[src/rtl/onn_phase_loader_if.sv]
// Serial-load side and committed-phase side of the ONN phase loader.
// The master drives the serial stream; the slave (the loader) returns the committed pattern and status.
interface onn_phase_loader_if #(
  parameter int N_OSC   = 15,
  parameter int PHASE_W = 4
);
  localparam int TOTAL = N_OSC * PHASE_W;
  localparam int CNT_W = $clog2(TOTAL + 1);

  logic             i_bit;
  logic             i_load;
  logic [TOTAL-1:0] o_phi_out;
  logic             o_phi_valid;
  logic             o_load_done;
  logic             o_frame_err;
  logic             o_overrun;
  logic             o_busy;
  logic [CNT_W-1:0] o_bit_cnt;

  modport master (
    output i_bit, i_load,
    input  o_phi_out, o_phi_valid, o_load_done, o_frame_err, o_overrun, o_busy, o_bit_cnt
  );

  modport slave (
    input  i_bit, i_load,
    output o_phi_out, o_phi_valid, o_load_done, o_frame_err, o_overrun, o_busy, o_bit_cnt
  );
endinterface

[src/rtl/onn_phase_loader.sv]
// Serial phase-pattern loader: assembles N_OSC*PHASE_W bits in a shadow register and
// commits them to the oscillator phase bus only when a frame completes cleanly.
module onn_phase_loader #(
  parameter int N_OSC   = 15,
  parameter int PHASE_W = 4
) (
  input  logic               clk,
  input  logic               re_n,
  onn_phase_loader_if.slave  bus
);
  localparam int TOTAL = N_OSC * PHASE_W;
  localparam int CNT_W = $clog2(TOTAL + 1);
  localparam logic [CNT_W-1:0] LAST_CNT  = CNT_W'(TOTAL - 1);
  localparam logic [CNT_W-1:0] FIRST_CNT = CNT_W'(1);

  typedef enum logic [1:0] {
    S_IDLE  = 2'd0,
    S_SHIFT = 2'd1,
    S_FULL  = 2'd2
  } state_t;

  state_t           r_state;
  state_t           w_state_next;

  logic [TOTAL-1:0] r_shadow;
  logic [TOTAL-1:0] r_phi;
  logic             r_phi_valid;
  logic             r_load_done;
  logic             r_frame_err;
  logic             r_overrun;
  logic             r_busy;
  logic [CNT_W-1:0] r_bit_cnt;

  logic [TOTAL-1:0] w_shadow_next;
  logic [TOTAL-1:0] w_phi_next;
  logic             w_phi_valid_next;
  logic             w_load_done_next;
  logic             w_frame_err_next;
  logic             w_overrun_next;
  logic             w_busy_next;
  logic [CNT_W-1:0] w_bit_cnt_next;
  logic [TOTAL-1:0] w_shifted;

  // First received bit travels all the way up to the MSB (oscillator 0's MSB).
  generate
    if (TOTAL == 1) begin : g_single
      assign w_shifted = bus.i_bit;
    end else begin : g_multi
      assign w_shifted = {r_shadow[TOTAL-2:0], bus.i_bit};
    end
  endgenerate

  always_ff @(posedge clk or negedge re_n) begin
    if (!re_n) begin
      r_state <= S_IDLE;
    end else begin
      r_state <= w_state_next;
    end
  end

  always_comb begin
    w_state_next = r_state;
    case (r_state)
      S_IDLE: begin
        if (bus.i_load) begin
          w_state_next = (TOTAL == 1) ? S_FULL : S_SHIFT;
        end
      end
      S_SHIFT: begin
        if (!bus.i_load) begin
          w_state_next = S_IDLE;
        end else if (r_bit_cnt == LAST_CNT) begin
          w_state_next = S_FULL;
        end
      end
      S_FULL: begin
        if (!bus.i_load) begin
          w_state_next = S_IDLE;
        end
      end
      default: w_state_next = S_IDLE;
    endcase
  end

  always_comb begin
    w_shadow_next    = r_shadow;
    w_phi_next       = r_phi;
    w_phi_valid_next = r_phi_valid;
    w_load_done_next = 1'b0;
    w_frame_err_next = 1'b0;
    w_overrun_next   = r_overrun;
    w_bit_cnt_next   = r_bit_cnt;
    case (r_state)
      S_IDLE: begin
        if (bus.i_load) begin
          w_shadow_next  = w_shifted;
          w_bit_cnt_next = FIRST_CNT;
          if (TOTAL == 1) begin
            w_phi_next       = w_shifted;
            w_phi_valid_next = 1'b1;
            w_load_done_next = 1'b1;
            w_overrun_next   = 1'b0;
          end
        end
      end
      S_SHIFT: begin
        if (bus.i_load) begin
          w_shadow_next  = w_shifted;
          w_bit_cnt_next = r_bit_cnt + FIRST_CNT;
          if (r_bit_cnt == LAST_CNT) begin
            w_phi_next       = w_shifted;
            w_phi_valid_next = 1'b1;
            w_load_done_next = 1'b1;
            w_overrun_next   = 1'b0;
          end
        end else begin
          // Short frame: drop the partial shadow so it can never leak into a later commit.
          w_frame_err_next = 1'b1;
          w_bit_cnt_next   = '0;
          w_shadow_next    = '0;
        end
      end
      S_FULL: begin
        if (bus.i_load) begin
          w_overrun_next = 1'b1;
        end else begin
          w_bit_cnt_next = '0;
          w_shadow_next  = '0;
        end
      end
      default: begin
        w_bit_cnt_next = '0;
        w_shadow_next  = '0;
      end
    endcase
    w_busy_next = (w_state_next == S_SHIFT);
  end

  always_ff @(posedge clk or negedge re_n) begin
    if (!re_n) begin
      r_shadow    <= '0;
      r_phi       <= '0;
      r_phi_valid <= 1'b0;
      r_load_done <= 1'b0;
      r_frame_err <= 1'b0;
      r_overrun   <= 1'b0;
      r_busy      <= 1'b0;
      r_bit_cnt   <= '0;
    end else begin
      r_shadow    <= w_shadow_next;
      r_phi       <= w_phi_next;
      r_phi_valid <= w_phi_valid_next;
      r_load_done <= w_load_done_next;
      r_frame_err <= w_frame_err_next;
      r_overrun   <= w_overrun_next;
      r_busy      <= w_busy_next;
      r_bit_cnt   <= w_bit_cnt_next;
    end
  end

  assign bus.o_phi_out   = r_phi;
  assign bus.o_phi_valid = r_phi_valid;
  assign bus.o_load_done = r_load_done;
  assign bus.o_frame_err = r_frame_err;
  assign bus.o_overrun   = r_overrun;
  assign bus.o_busy      = r_busy;
  assign bus.o_bit_cnt   = r_bit_cnt;
endmodule

[src/flat_wrapper.sv]
// flat-port wrapper written by rule: the top's interface ports become plain ports
module onn_phase_loader_flat 
#(
  parameter int N_OSC   = 15,
  parameter int PHASE_W = 4
)
  (clk, re_n, bus_i_bit, bus_i_load, bus_o_phi_out, bus_o_phi_valid, bus_o_load_done, bus_o_frame_err, bus_o_overrun, bus_o_busy, bus_o_bit_cnt);
  onn_phase_loader_if #(.N_OSC(N_OSC), .PHASE_W(PHASE_W)) bus_i ();
  input  logic clk;
  input  logic re_n;
  input wire logic [$bits(bus_i.i_bit)-1:0] bus_i_bit;
  input wire logic [$bits(bus_i.i_load)-1:0] bus_i_load;
  output wire logic [$bits(bus_i.o_phi_out)-1:0] bus_o_phi_out;
  output wire logic [$bits(bus_i.o_phi_valid)-1:0] bus_o_phi_valid;
  output wire logic [$bits(bus_i.o_load_done)-1:0] bus_o_load_done;
  output wire logic [$bits(bus_i.o_frame_err)-1:0] bus_o_frame_err;
  output wire logic [$bits(bus_i.o_overrun)-1:0] bus_o_overrun;
  output wire logic [$bits(bus_i.o_busy)-1:0] bus_o_busy;
  output wire logic [$bits(bus_i.o_bit_cnt)-1:0] bus_o_bit_cnt;
  assign bus_i.i_bit = bus_i_bit;
  assign bus_i.i_load = bus_i_load;
  assign bus_o_phi_out = bus_i.o_phi_out;
  assign bus_o_phi_valid = bus_i.o_phi_valid;
  assign bus_o_load_done = bus_i.o_load_done;
  assign bus_o_frame_err = bus_i.o_frame_err;
  assign bus_o_overrun = bus_i.o_overrun;
  assign bus_o_busy = bus_i.o_busy;
  assign bus_o_bit_cnt = bus_i.o_bit_cnt;
  onn_phase_loader #(.N_OSC(N_OSC), .PHASE_W(PHASE_W)) u_core (.clk(clk), .re_n(re_n), .bus(bus_i));
endmodule
[config.mk]
export PLATFORM = sky130hd
export DESIGN_NAME = onn_phase_loader_flat
export DESIGN_NICKNAME = d
export VERILOG_FILES = /design/src/rtl/onn_phase_loader_if.sv /design/src/rtl/onn_phase_loader.sv /design/src/flat_wrapper.sv
export SDC_FILE = /design/constraint.sdc
export NUM_CORES = 1
export LEC_CHECK = 0
export CAP_MARGIN = 20
export CORE_UTILIZATION = 42
export DETAILED_ROUTE_END_ITERATION = 8
export PLACE_DENSITY = 0.67
export REMOVE_ABC_BUFFERS = 1
export SKIP_CTS_REPAIR_TIMING = 1
export SYNTH_ARGS = -nofsm -noshare
export SYNTH_HDL_FRONTEND = slang
export SYNTH_SLANG_ARGS = --single-unit
export TNS_END_PERCENT = 50
[constraint.sdc]
create_clock -name clk -period 1.6 [get_ports clk]
set_input_delay 0.24 -clock clk [delete_from_list [all_inputs] [get_ports clk]]
set_output_delay 0.24 -clock clk [all_outputs]
set_load 0.01 [all_outputs]
======== Word-level counts from Yosys, hierarchy flattened ========
Index checks and enable logic that the tools add are counted.
word-level totals
  output and inout bits ................... 71
  flip-flop bits (word level) ............. 132
  input port bits ......................... 4
  logic and storage cells ................. 46
operators by class
  add/subtract/negate cells ............... 1
  muxes and demuxes ....................... 22
  reductions and logical operators ........ 5
  equality and inequality tests ........... 9
operator list
  operator                                               count
  two-way mux 59 bit                                     3
  case mux 59 bit (3 select lines)                       1
  two-way mux 6 bit                                      3
  case mux 6 bit (3 select lines)                        1
  two-way mux 1 bit                                      8
  two-way mux 2 bit                                      4
  inequality test 2 bit, second input constant           4
  adder 6 x 1 -> 6 bit, second input constant            1
  equality test 6 bit, second input constant             1
  case mux 2 bit (3 select lines)                        1
  equality test 2 x 1 -> 1 bit, second input constant    2
  AND reduction 4 bit                                    1
  AND reduction 3 bit                                    1
  equality test 2 bit, second input constant             1
  logical NOT 2 bit                                      1
  inequality test 2 x 1 -> 1 bit, second input constant  1
  case mux 1 bit (2 select lines)                        1
  AND reduction 2 bit                                    1
  nonzero test 2 bit                                     1

======== Logic depth before layout (Yosys ltp) ========
Gate-level depths: netlist of the first run.
  depth after elaboration ................. 5
  gate-level depth with buffers ........... 5
  mapped depth without buffers ............ 4

======== Worst setup path before layout of the first run ========
Ideal clock, no wire load.
  path type ............................... flip-flop to flip-flop
  start ................................... register u_core.r_bit_cnt[0], in the netlist u_core.bus.o_bit_cnt[0]
  end ..................................... register u_core.r_phi[25], in the netlist u_core.bus.o_phi_out[25]
  setup time .............................. 125 ps
  setup slack ............................. -204 ps
  data required time ...................... 1,475 ps
  path buffers ............................ 1
  stages on the path, launching flop included .. 6
  period minus slack after synthesis ...... 1,804 ps
  arrival time ............................ 1,679 ps
  cell sequence ........................... dfrtp_1 > ha_1 > nand2_1 > nor3_4 > buf_6 > mux2_2
between the ends
  longest elaborated chain between the ends .. 2
ends and longest elaborated chain
  what                                  RTL line                 RTL
  start, declared                       onn_phase_loader.sv:32   logic [CNT_W-1:0] r_bit_cnt;
  start signal, assigned                onn_phase_loader.sv:157  r_bit_cnt <= w_bit_cnt_next;
  equality test 6 bit                   onn_phase_loader.sv:110  if (r_bit_cnt == LAST_CNT) begin
  AND reduction 3 bit (no source line)  --
  end signal, assigned                  onn_phase_loader.sv:151  r_phi <= w_phi_next;
  end, declared                         onn_phase_loader.sv:26   logic [TOTAL-1:0] r_phi;
Every way passes these cells.
A chain may end at the register's enable or synchronous reset.

======== Worst setup path in the final report of the first run ========
  start ................................... register u_core.r_bit_cnt[1], in the netlist u_core.bus.o_bit_cnt[1]
  end ..................................... register u_core.r_phi[20], in the netlist u_core.bus.o_phi_out[20]
Same word-level chain as after synthesis.

==> results of run 1 <==
[kinds of logic (layout without fill, tap and decap cells)]
group,after synthesis,after routing,synth area share [%]
AOI/OAI and AO/OA,70,70,12.33
xor gates and xnor gates,3,3,0.5339
and+or+nand+nor,22,22,2.974
DFF,132,132,67.11
buffers and inverters,23,141,3.076
muxes,60,60,13.73
adders and majority gates,1,1,0.2542
[flip-flops by register name, indices dropped and copies added, names as in the netlist]
name and flops:
u_core.bus.o_phi_out 60, u_core.r_shadow 59, u_core.bus.o_bit_cnt 6, u_core.r_state 2, u_core.bus.o_busy 1, u_core.bus.o_frame_err 1
u_core.bus.o_load_done 1, u_core.bus.o_overrun 1, u_core.bus.o_phi_valid 1
[power groups by stage]
stage               clock, mW  combinational [mW]  sequential, mW
global route             4.20               0.327            3.39
finish                   3.95               0.292            3.39
CTS                      4.02               0.294            3.38
floorplan                   0              0.0698            3.45
detailed placement          0               0.293            3.44
global placement            0               0.289            3.44
[layout by cell type, fill, tap and decap left out, types with 3 or more instances in the layout]
cell type        netlist  final
nor2_1                 4      3
buf_4                  1     17
xor2_1                 3      3
dfrtp_1              132    132
mux2_1                42     32
a22o_1                59     59
clkdlybuf4s50_1        0     56
clkbuf_16              0     21
clkbuf_8               0      4
mux2_4                 0     14
clkinv_2               0      6
buf_12                 0     10
bufinv_16              0      3
dlymetal6s2s_1         0     17
mux2_2                18     14
[routing by layer]
metal / global-route usage, % / vias up
li1: - / 1364
met1: 24.47 / 1559
met2: 23.43 / 67
met4: 5.921 / 0
met5: 0 / -
met3: 5.644 / 15
[worst max-delay path, cell delays in order, from the launching register on]
cell and delay (ns):
dfrtp_1 0.39, ha_4 0.17, nand2_4 0.06, nor3_4 0.22, buf_12 0.19, clkbuf_16 0.19, mux2_1 0.33
[path summary, 6_finish.rpt]
path | endpoint | slack (ns) | depth (start not counted)
worst max-delay path | u_core.bus.o_phi_out[20]$_DFFE_PN0P_ | -0.08 | 6
worst min-delay path | u_core.bus.o_phi_out[44]$_DFFE_PN0P_ | 0.36 | 2
worst max register to register | u_core.bus.o_phi_out[20]$_DFFE_PN0P_ | -0.08 | 6
worst min register to register | u_core.bus.o_phi_valid$_DFFE_PN0P_ | 0.47 | 1
max in group asynchronous | u_core.bus.o_phi_out[39]$_DFFE_PN0P_ | 0.69 | 3
min in group clk | u_core.bus.o_phi_valid$_DFFE_PN0P_ | 0.47 | 1
[metrics by stage]
step	setup WS [ns]	cells	power, mW
detailed placement	-0.3190	533	3.733
finish	-0.07949	572	7.629
global placement	-0.2805	533	3.729
floorplan	-1.450	289	3.520
global route	-0.1369	572	7.915
CTS	-0.1267	565	7.699
[cell usage after synthesis (all sizes together)]
library cell  count  share of area, %
a32o              1              0.20
o22ai             2              0.25
nand3b            1              0.15
ha                1              0.25
buf              15               2.5
nor3              2              0.43
nor2b             3              0.38
a22o             59                10
nor3b             2              0.30
a211o             1              0.18
or2               1              0.13
nand2             3              0.23
o2111a            1              0.23
nand2b            2              0.41
inv               1             0.076
a21o              1              0.15
o2bb2ai           2              0.36
o21a              1              0.15
nand4b            1              0.30
clkbuf            7              0.53
nor4              1              0.13
dfrtp           132                67
nand3             2              0.20
nor2              4              0.30
xor2              3              0.53
o31ai             1              0.15
a22oi             1              0.15
mux2             60                14
[layout make-up]
class	count	area, um^2
multi-input cells	156	1555
fillers	886	4488
well taps	143	178.9
clock buffers	22	484.2
clock inverters	10	127.6
flip-flops and latches	132	3303
inverters	1	3.754
repair buffers	108	1277
==> impl_metrics.env, run 1 <==
export IMPL_p_sw_mw=1.543
export IMPL_syn_area_per_cell_um2=15.83
export IMPL_drtIter0Drc=135
export IMPL_rows=39
export IMPL_comb_power_share_pct=3.8
export IMPL_dpl_hpwl_um=5843
export IMPL_core_um2=11420
export IMPL_routed_top_layer="met4"
export IMPL_drive_gt1_share_pct=23.54
export IMPL_wire_per_inst_um=17.79
export IMPL_area_growth_pct=40.80
export IMPL_place_congestion=0.8717
export IMPL_path_max_fanout=13
export IMPL_grt_max_degree=54
export IMPL_synth_distinct_cells=33
export IMPL_max_slew_worst_pin_slew_ns=0.5096
export IMPL_seq_area_frac_synth_pct=67.11
export IMPL_sw_frac_of_total_pct=20.22
export IMPL_grt_pass1_vias=2993
export IMPL_violations="negative setup slack"
export IMPL_clock_latency_ns=0.41
export IMPL_reg2reg_from="u_core.bus.o_bit_cnt[1]$_DFFE_PN0P_"
export IMPL_grt_first_pass_wirelength_um=15260
export IMPL_grt_ovfl_total=0
export IMPL_wl_met3_um=428
export IMPL_antenna_left=0
export IMPL_layout_min_cycle_time_ns=1.679
export IMPL_first_pass_iters=4
export IMPL_antennaDiodeCount=0
export IMPL_cts_buffers_inserted=17
export IMPL_start_util_pct=43.11
export IMPL_m1WireLength_um=5017
export IMPL_hp_class="input pin to asynchronous set/reset pin"
export IMPL_netlist_area_um2=4922
export IMPL_yosysWarnings=0
export IMPL_startpoint="u_core.bus.o_bit_cnt[1]$_DFFE_PN0P_"
export IMPL_setup_viol=58
export IMPL_routed_wl_um=10180
export IMPL_finClkSkew_ns=0.004590
export IMPL_cp_start_kind="register"
export IMPL_drc=0
export IMPL_post_route_period_util_pct=105.0
export IMPL_fmax_mhz=595.4
export IMPL_synth_seq_cells=132
export IMPL_cap_violations=0
export IMPL_path_class="register to register"
export IMPL_p_per_area_nw_per_um2=1101
export IMPL_routed_via_density=5.253
export IMPL_port_buffer_count=74
export IMPL_num_vias=3005
export IMPL_final_cell_area_um2=6930
export IMPL_hold_viol=0
export IMPL_ctsHtreeMaxLevel=4
export IMPL_cts_sinks=132
export IMPL_dieArea_um2=12160
export IMPL_cts_tree="yes"
export IMPL_setup_ws_ns=-0.07949
export IMPL_syn_instance_count=311
export IMPL_io_pins=75
export IMPL_root_buffer="clkbuf_16"
export IMPL_antenna_found_initial=0
export IMPL_setup_tns_ns=-2.574
export IMPL_p_leak_nw=3.635
export IMPL_worst_ep_required_time_ns=1.88
export IMPL_grtUsageTotal_pct=16.85
export IMPL_max_vdd_ir_drop_mv=0.5625
export IMPL_clkPwrFrac_pct=51.8
export IMPL_fp_dieW_um=110.3
export IMPL_slew_headroom_pct=66.03
export IMPL_fin_hold_ws_ns=0.3607
export IMPL_utilization_pct=60.69
export IMPL_nets=421
export IMPL_postPlaceCellArea_um2=6038
export IMPL_drv_slew=0
export IMPL_clockBufferDepth=2
export IMPL_cp_arrival_ns=1.96
export IMPL_internal_power_mw=6.087
export IMPL_outcome="finished with violations"
export IMPL_fp_dieH_um=110.3
export IMPL_rsz0062_at_grt="true"
export IMPL_path_clk_slew_ns=0.05
export IMPL_cp_end_kind="register"
export IMPL_dr_wl_met2_um=4605
export IMPL_seq_power_share_pct=44.4
Note: power is estimated with default switching activity, not from simulation.
==> inputs of run 2 (changes only) <==
CORE_UTILIZATION = 23   (was 42)
PLACE_DENSITY = not set   (was 0.67)
==> run 2 against run 1 <==
  * The run still ends with negative setup slack left
  * Via count grew 0.83%
  * Sequential share of layout area down 0.80 points
  * Non-clock buffer count down 3
  * Critical endpoint is now u_core.bus.o_phi_out[5]$_DFFE_PN0P_
  * Largest cell class unchanged
  * Highest routed layer unchanged
==> impl_metrics.env, run 2 (same netlist as run 1, synthesis figures left out) <==
export IMPL_outcome="finished with violations"
export IMPL_violations="negative setup slack"
export IMPL_grtUsageTotal_pct=10.22
export IMPL_drtIter0Drc=99
export IMPL_final_cell_area_um2=7048
export IMPL_setup_ws_ns=-0.06416
export IMPL_post_route_period_util_pct=104.0
export IMPL_drv_slew=0
export IMPL_p_per_area_nw_per_um2=1088
export IMPL_rsz0062_at_grt="true"
export IMPL_root_buffer="clkbuf_16"
export IMPL_fmax_mhz=600.9
export IMPL_cts_tree="yes"
export IMPL_p_sw_mw=1.660
export IMPL_antennaDiodeCount=0
export IMPL_cts_buffers_inserted=17
export IMPL_final_cell_mix="dfrtp_1, a22o_1, dlymetal6s2s_1"
export IMPL_finalPower_mw=7.671
export IMPL_io_pins=75
export IMPL_antenna_found_initial=0
export IMPL_dp_cells=664
export IMPL_seqCellArea_um2=3303
export IMPL_first_pass_iters=4
export IMPL_routed_via_density=4.322
export IMPL_finalNonFillerCells=701
export IMPL_seq_power_share_pct=44.1
export IMPL_path_class="register to register"
export IMPL_postPlaceCellArea_um2=6171
export IMPL_hold_viol=0
export IMPL_dpl_hpwl_um=6545
export IMPL_grt_first_pass_wirelength_um=17190
export IMPL_sw_frac_of_total_pct=21.64
export IMPL_max_vdd_ir_drop_mv=0.7524
export IMPL_max_slew_worst_pin_slew_ns=0.3101
export IMPL_p_leak_nw=4.033
export IMPL_pre_cts_ws_ns=-0.3206
export IMPL_path_max_fanout=18
export IMPL_cp_end_kind="register"
export IMPL_cp_start_kind="register"
export IMPL_drc=0
export IMPL_wire_per_inst_um=15.31
export IMPL_dieArea_um2=21990
export IMPL_rows=53
export IMPL_setup_viol=48
export IMPL_fp_dieW_um=148.3
export IMPL_clkPwrFrac_pct=52.2
export IMPL_core_um2=21020
export IMPL_cap_violations=0
export IMPL_area_growth_pct=43.19
export IMPL_place_congestion=0.6998
export IMPL_grt_max_degree=58
export IMPL_clockBufferDepth=2
export IMPL_finClkSkew_ns=0.009254
export IMPL_layout_min_cycle_time_ns=1.664
export IMPL_fillerInstances=1998
export IMPL_worst_ep_required_time_ns=1.90
export IMPL_cp_arrival_ns=1.96
export IMPL_num_vias=3030
export IMPL_antenna_left=0
export IMPL_hp_class="input pin to asynchronous set/reset pin"
export IMPL_port_buffer_count=74
export IMPL_fp_dieH_um=148.3
export IMPL_drive_gt1_share_pct=23.00
export IMPL_nets=418
export IMPL_multi_input_area_um2=1563
export IMPL_grt_pass1_vias=3215
export IMPL_path_clk_slew_ns=0.05
export IMPL_largest_reg_flops=60
export IMPL_layout_commonest_cell="dfrtp_1"
export IMPL_routed_wl_um=10730
export IMPL_internal_power_mw=6.011
export IMPL_comb_power_share_pct=3.6
export IMPL_ctsHtreeMaxLevel=4
export IMPL_slew_headroom_pct=79.25
export IMPL_start_util_pct=23.42
export IMPL_cts_sinks=132
export IMPL_grt_ovfl_total=0
export IMPL_clock_latency_ns=0.42
## run 2: cell count changes in the layout (fill, tap and decap cells not counted), moves of 3 or more
| cell | change |
|---|---|
| clkdlybuf4s50_1 | -25 |
| buf_12 | -3 |
| buf_4 | +3 |
| clkinv_2 | -4 |
| dlymetal6s2s_1 | +25 |
## run 2: layout make-up
class | instances | area share, %
sequential | 132 | 46.87
multi-input combinational | 156 | 22.17
timing repair buffer | 105 | 17.38
clock buffer | 21 | 6.533
tap | 275 | 4.882
clock inverter | 11 | 2.113
inverter | 1 | 0.05326
## run 2: worst paths after layout
path / from / to / slack, ns / cells past startpoint
min in group clk: u_core.bus.o_phi_valid$_DFFE_PN0P_ / u_core.bus.o_phi_valid$_DFFE_PN0P_ / 0.46 / 1
max in group asynchronous: re_n / u_core.bus.o_phi_out[19]$_DFFE_PN0P_ / 0.74 / 3
max: u_core.bus.o_bit_cnt[1]$_DFFE_PN0P_ / u_core.bus.o_phi_out[5]$_DFFE_PN0P_ / -0.06 / 6
min: re_n / u_core.bus.o_phi_out[47]$_DFFE_PN0P_ / 0.27 / 2
min reg2reg: u_core.bus.o_phi_valid$_DFFE_PN0P_ / u_core.bus.o_phi_valid$_DFFE_PN0P_ / 0.46 / 1
max reg2reg: u_core.bus.o_bit_cnt[1]$_DFFE_PN0P_ / u_core.bus.o_phi_out[5]$_DFFE_PN0P_ / -0.06 / 6
## run 2: power by group through the flow
stage | Sequential (mW) | Combinational (mW) | Clock [mW]
after floorplan | 3.45 | 0.0698 | 0
after global placement | 3.44 | 0.268 | 0
after detailed placement | 3.44 | 0.278 | 0
after CTS | 3.38 | 0.279 | 4.15
after global routing | 3.39 | 0.310 | 4.26
final | 3.39 | 0.280 | 4.01
## run 2: routing by layer
metal	global-route usage, %	routed length [um]	share of wire, %
met5	0	0	0
met4	4.381	157	1.5
met3	4.417	572	5.3
met2	15.47	5050	47
met1	12.65	4948	46
## run 2: worst max-delay path, cell delays in order, from the launching register on
cell	delay, ns
dfrtp_1	0.41
ha_4	0.18
nand2_4	0.06
nor3_4	0.21
buf_12	0.17
buf_12	0.16
mux2_2	0.35
## run 2: per-stage QoR
stage	setup TNS [ns]	utilization (%)	hold slack [ns]
2_1_floorplan	-162.65	-	-0.05559
3_5_place_dp	-34.00	29.36	0.1381
4_1_cts	-5.006	32.25	-0.3167
3_3_place_gp	-31.08	29.36	0.1380
6_report	-2.220	33.53	0.2715
5_1_grt	-4.414	33.53	0.2729
==> patch (config.mk and constraints of run 1) <==
`PHASE_W` is set to 4 in 3 places; all go to 8.
--- a/src/rtl/onn_phase_loader_if.sv
+++ b/src/rtl/onn_phase_loader_if.sv
@@ -2,7 +2,7 @@
 // The master drives the serial stream; the slave (the loader) returns the committed pattern and status.
 interface onn_phase_loader_if #(
   parameter int N_OSC   = 15,
-  parameter int PHASE_W = 4
+  parameter int PHASE_W = 8
 );
   localparam int TOTAL = N_OSC * PHASE_W;
   localparam int CNT_W = $clog2(TOTAL + 1);
--- a/src/rtl/onn_phase_loader.sv
+++ b/src/rtl/onn_phase_loader.sv
@@ -2,7 +2,7 @@
 // commits them to the oscillator phase bus only when a frame completes cleanly.
 module onn_phase_loader #(
   parameter int N_OSC   = 15,
-  parameter int PHASE_W = 4
+  parameter int PHASE_W = 8
 ) (
   input  logic               clk,
   input  logic               re_n,
--- a/src/flat_wrapper.sv
+++ b/src/flat_wrapper.sv
@@ -2,7 +2,7 @@
 module onn_phase_loader_flat 
 #(
   parameter int N_OSC   = 15,
-  parameter int PHASE_W = 4
+  parameter int PHASE_W = 8
 )
   (clk, re_n, bus_i_bit, bus_i_load, bus_o_phi_out, bus_o_phi_valid, bus_o_load_done, bus_o_frame_err, bus_o_overrun, bus_o_busy, bus_o_bit_cnt);
   onn_phase_loader_if #(.N_OSC(N_OSC), .PHASE_W(PHASE_W)) bus_i ();
Interface: changed (resized bus_o_bit_cnt and bus_o_phi_out); port bits go from 75 to 136. No check against the original RTL was run, so the function may have changed too.
==> patch against run 1 <==
The flow still finishes with violations (setup timing). Count of clock-buffer cells in the layout is 13 higher. Total power rose by 78%. Setup slack lost 0.11 ns. Sequential cell count grew 121. Critical path depth stayed put. Sequential power grew 90%. Critical path type unchanged. Synthesized area grew 89%. Design area up 92%. Highest routed layer unchanged. Routed wire length increased by 110%.
==> patch: results (changes against run 1) <==
\begin{tabular}{lr}
\hline
Metric & Value \\
\hline
\multicolumn{2}{l}{\textbf{CTS}} \\
Clk Latency, worst-skew pair & 0.52 ns (was 0.41 ns) \\
\multicolumn{2}{l}{\textbf{Synth}} \\
Post-synthesis sequential area ratio & 68.17\% (was 67.11\%) \\
Commonest cells in the netlist & 253 x sky130\_fd\_sc\_hd\_\_dfrtp\_1, 119 x sky130\_fd\_sc\_hd\_\_a22o\_1, 78 x sky130\_fd\_sc\_hd\_\_mux2\_1 (was 132 x sky130\_fd\_sc\_hd\_\_dfrtp\_1, 59 x sky130\_fd\_sc\_hd\_\_a22o\_1, 42 x sky130\_fd\_sc\_hd\_\_mux2\_1) \\
Top cells by area, synth & sky130\_fd\_sc\_hd\_\_dfrtp\_1 68\%, sky130\_fd\_sc\_hd\_\_a22o\_1 11\%, sky130\_fd\_sc\_hd\_\_mux2\_1 9.5\% (was sky130\_fd\_sc\_hd\_\_dfrtp\_1 67\%, sky130\_fd\_sc\_hd\_\_a22o\_1 10\%, sky130\_fd\_sc\_hd\_\_mux2\_1 9.6\%) \\
\multicolumn{2}{l}{\textbf{Final layout}} \\
Fill cells & 1611 (was 886) \\
Number of multi-input combinational cells & 285 (was 156) \\
Number of clock buffer instances in the layout & 35 (was 22) \\
Ratio of cells with drive above 1 in the final layout & 26.30\% (was 23.54\%) \\
Non-Clock Buffer Area Fraction & 18.93\% (was 18.43\%) \\
Inverter count of the layout excluding clock inverters & 0 (was 1) \\
\multicolumn{2}{l}{\textbf{Setup path}} \\
Reg-to-Reg Start & u\_core.bus.o\_bit\_cnt[3] (was u\_core.bus.o\_bit\_cnt[1]) \\
Worst endpoint data arrival time & 2.19 ns (was 1.96 ns) \\
Reg2reg end & u\_core.bus.o\_phi\_out[47] (was u\_core.bus.o\_phi\_out[20]) \\
\multicolumn{2}{l}{\textbf{STA}} \\
Slew @ Worst Pin & 0.3991 ns (was 0.5096 ns) \\
Final setup violation count & 120 (was 58) \\
Post-route setup slack & -0.1935 ns (was -0.07949 ns) \\
\multicolumn{2}{l}{\textbf{GRT}} \\
Wire length of the first global-routing pass & 30830 um (was 15260 um) \\
Overall routing resource usage & 16.91\% (was 16.85\%) \\
Vias in the first global route & 5752 (was 2993) \\
\multicolumn{2}{l}{\textbf{Power and ir drop}} \\
Sequential-cell power consumption & 6440 uW (was 3390 uW) \\
LEAKAGE & 0.008610 uW (was 0.003635 uW) \\
Final Power & 13590 uW (was 7629 uW) \\
\multicolumn{2}{l}{\textbf{Status}} \\
Result of the run & finished with violations (unchanged) \\
Violations in the final reports & setup timing (unchanged) \\
\multicolumn{2}{l}{\textbf{Placed design}} \\
Last weighted congestion value of the routability-driven placer & 0.8003 (was 0.8717) \\
Port Buffers & 135 (was 74) \\
\hline
\end{tabular}
patch: changes by cell type after synthesis, sizes merged, moves of 3 or more:
cell,before,now
dfrtp,132,253
a22o,59,119
mux2,60,120
buf,15,28
clkbuf,7,14
a21oi,0,4
nor4,1,4
patch: layer usage:
layer | track usage [%] | up-vias | wire (um)
li1 | - | 2515 | -
met1 | 23.70 | 3048 | 9666
met2 | 27.30 | 130 | 10120
met3 | 2.970 | 34 | 884
met4 | 4.300 | 0 | 379
met5 | 0 | - | 0
patch: kinds of logic (layout without fill, tap and decap cells):
| family | Yosys count | after routing | synth area share (%) |
|---|---|---|---|
| buffers and inverters | 42 | 234 | 2.614 |
| AND/OR/NAND/NOR | 26 | 26 | 1.778 |
| multiplexers | 120 | 120 | 14.55 |
| AO/OA/AOI/OAI | 137 | 137 | 12.66 |
| flip-flops | 253 | 253 | 68.17 |
| adder cells (fa/ha/maj) | 1 | 1 | 0.1347 |
| XOR/XNOR | 1 | 1 | 0.09432 |
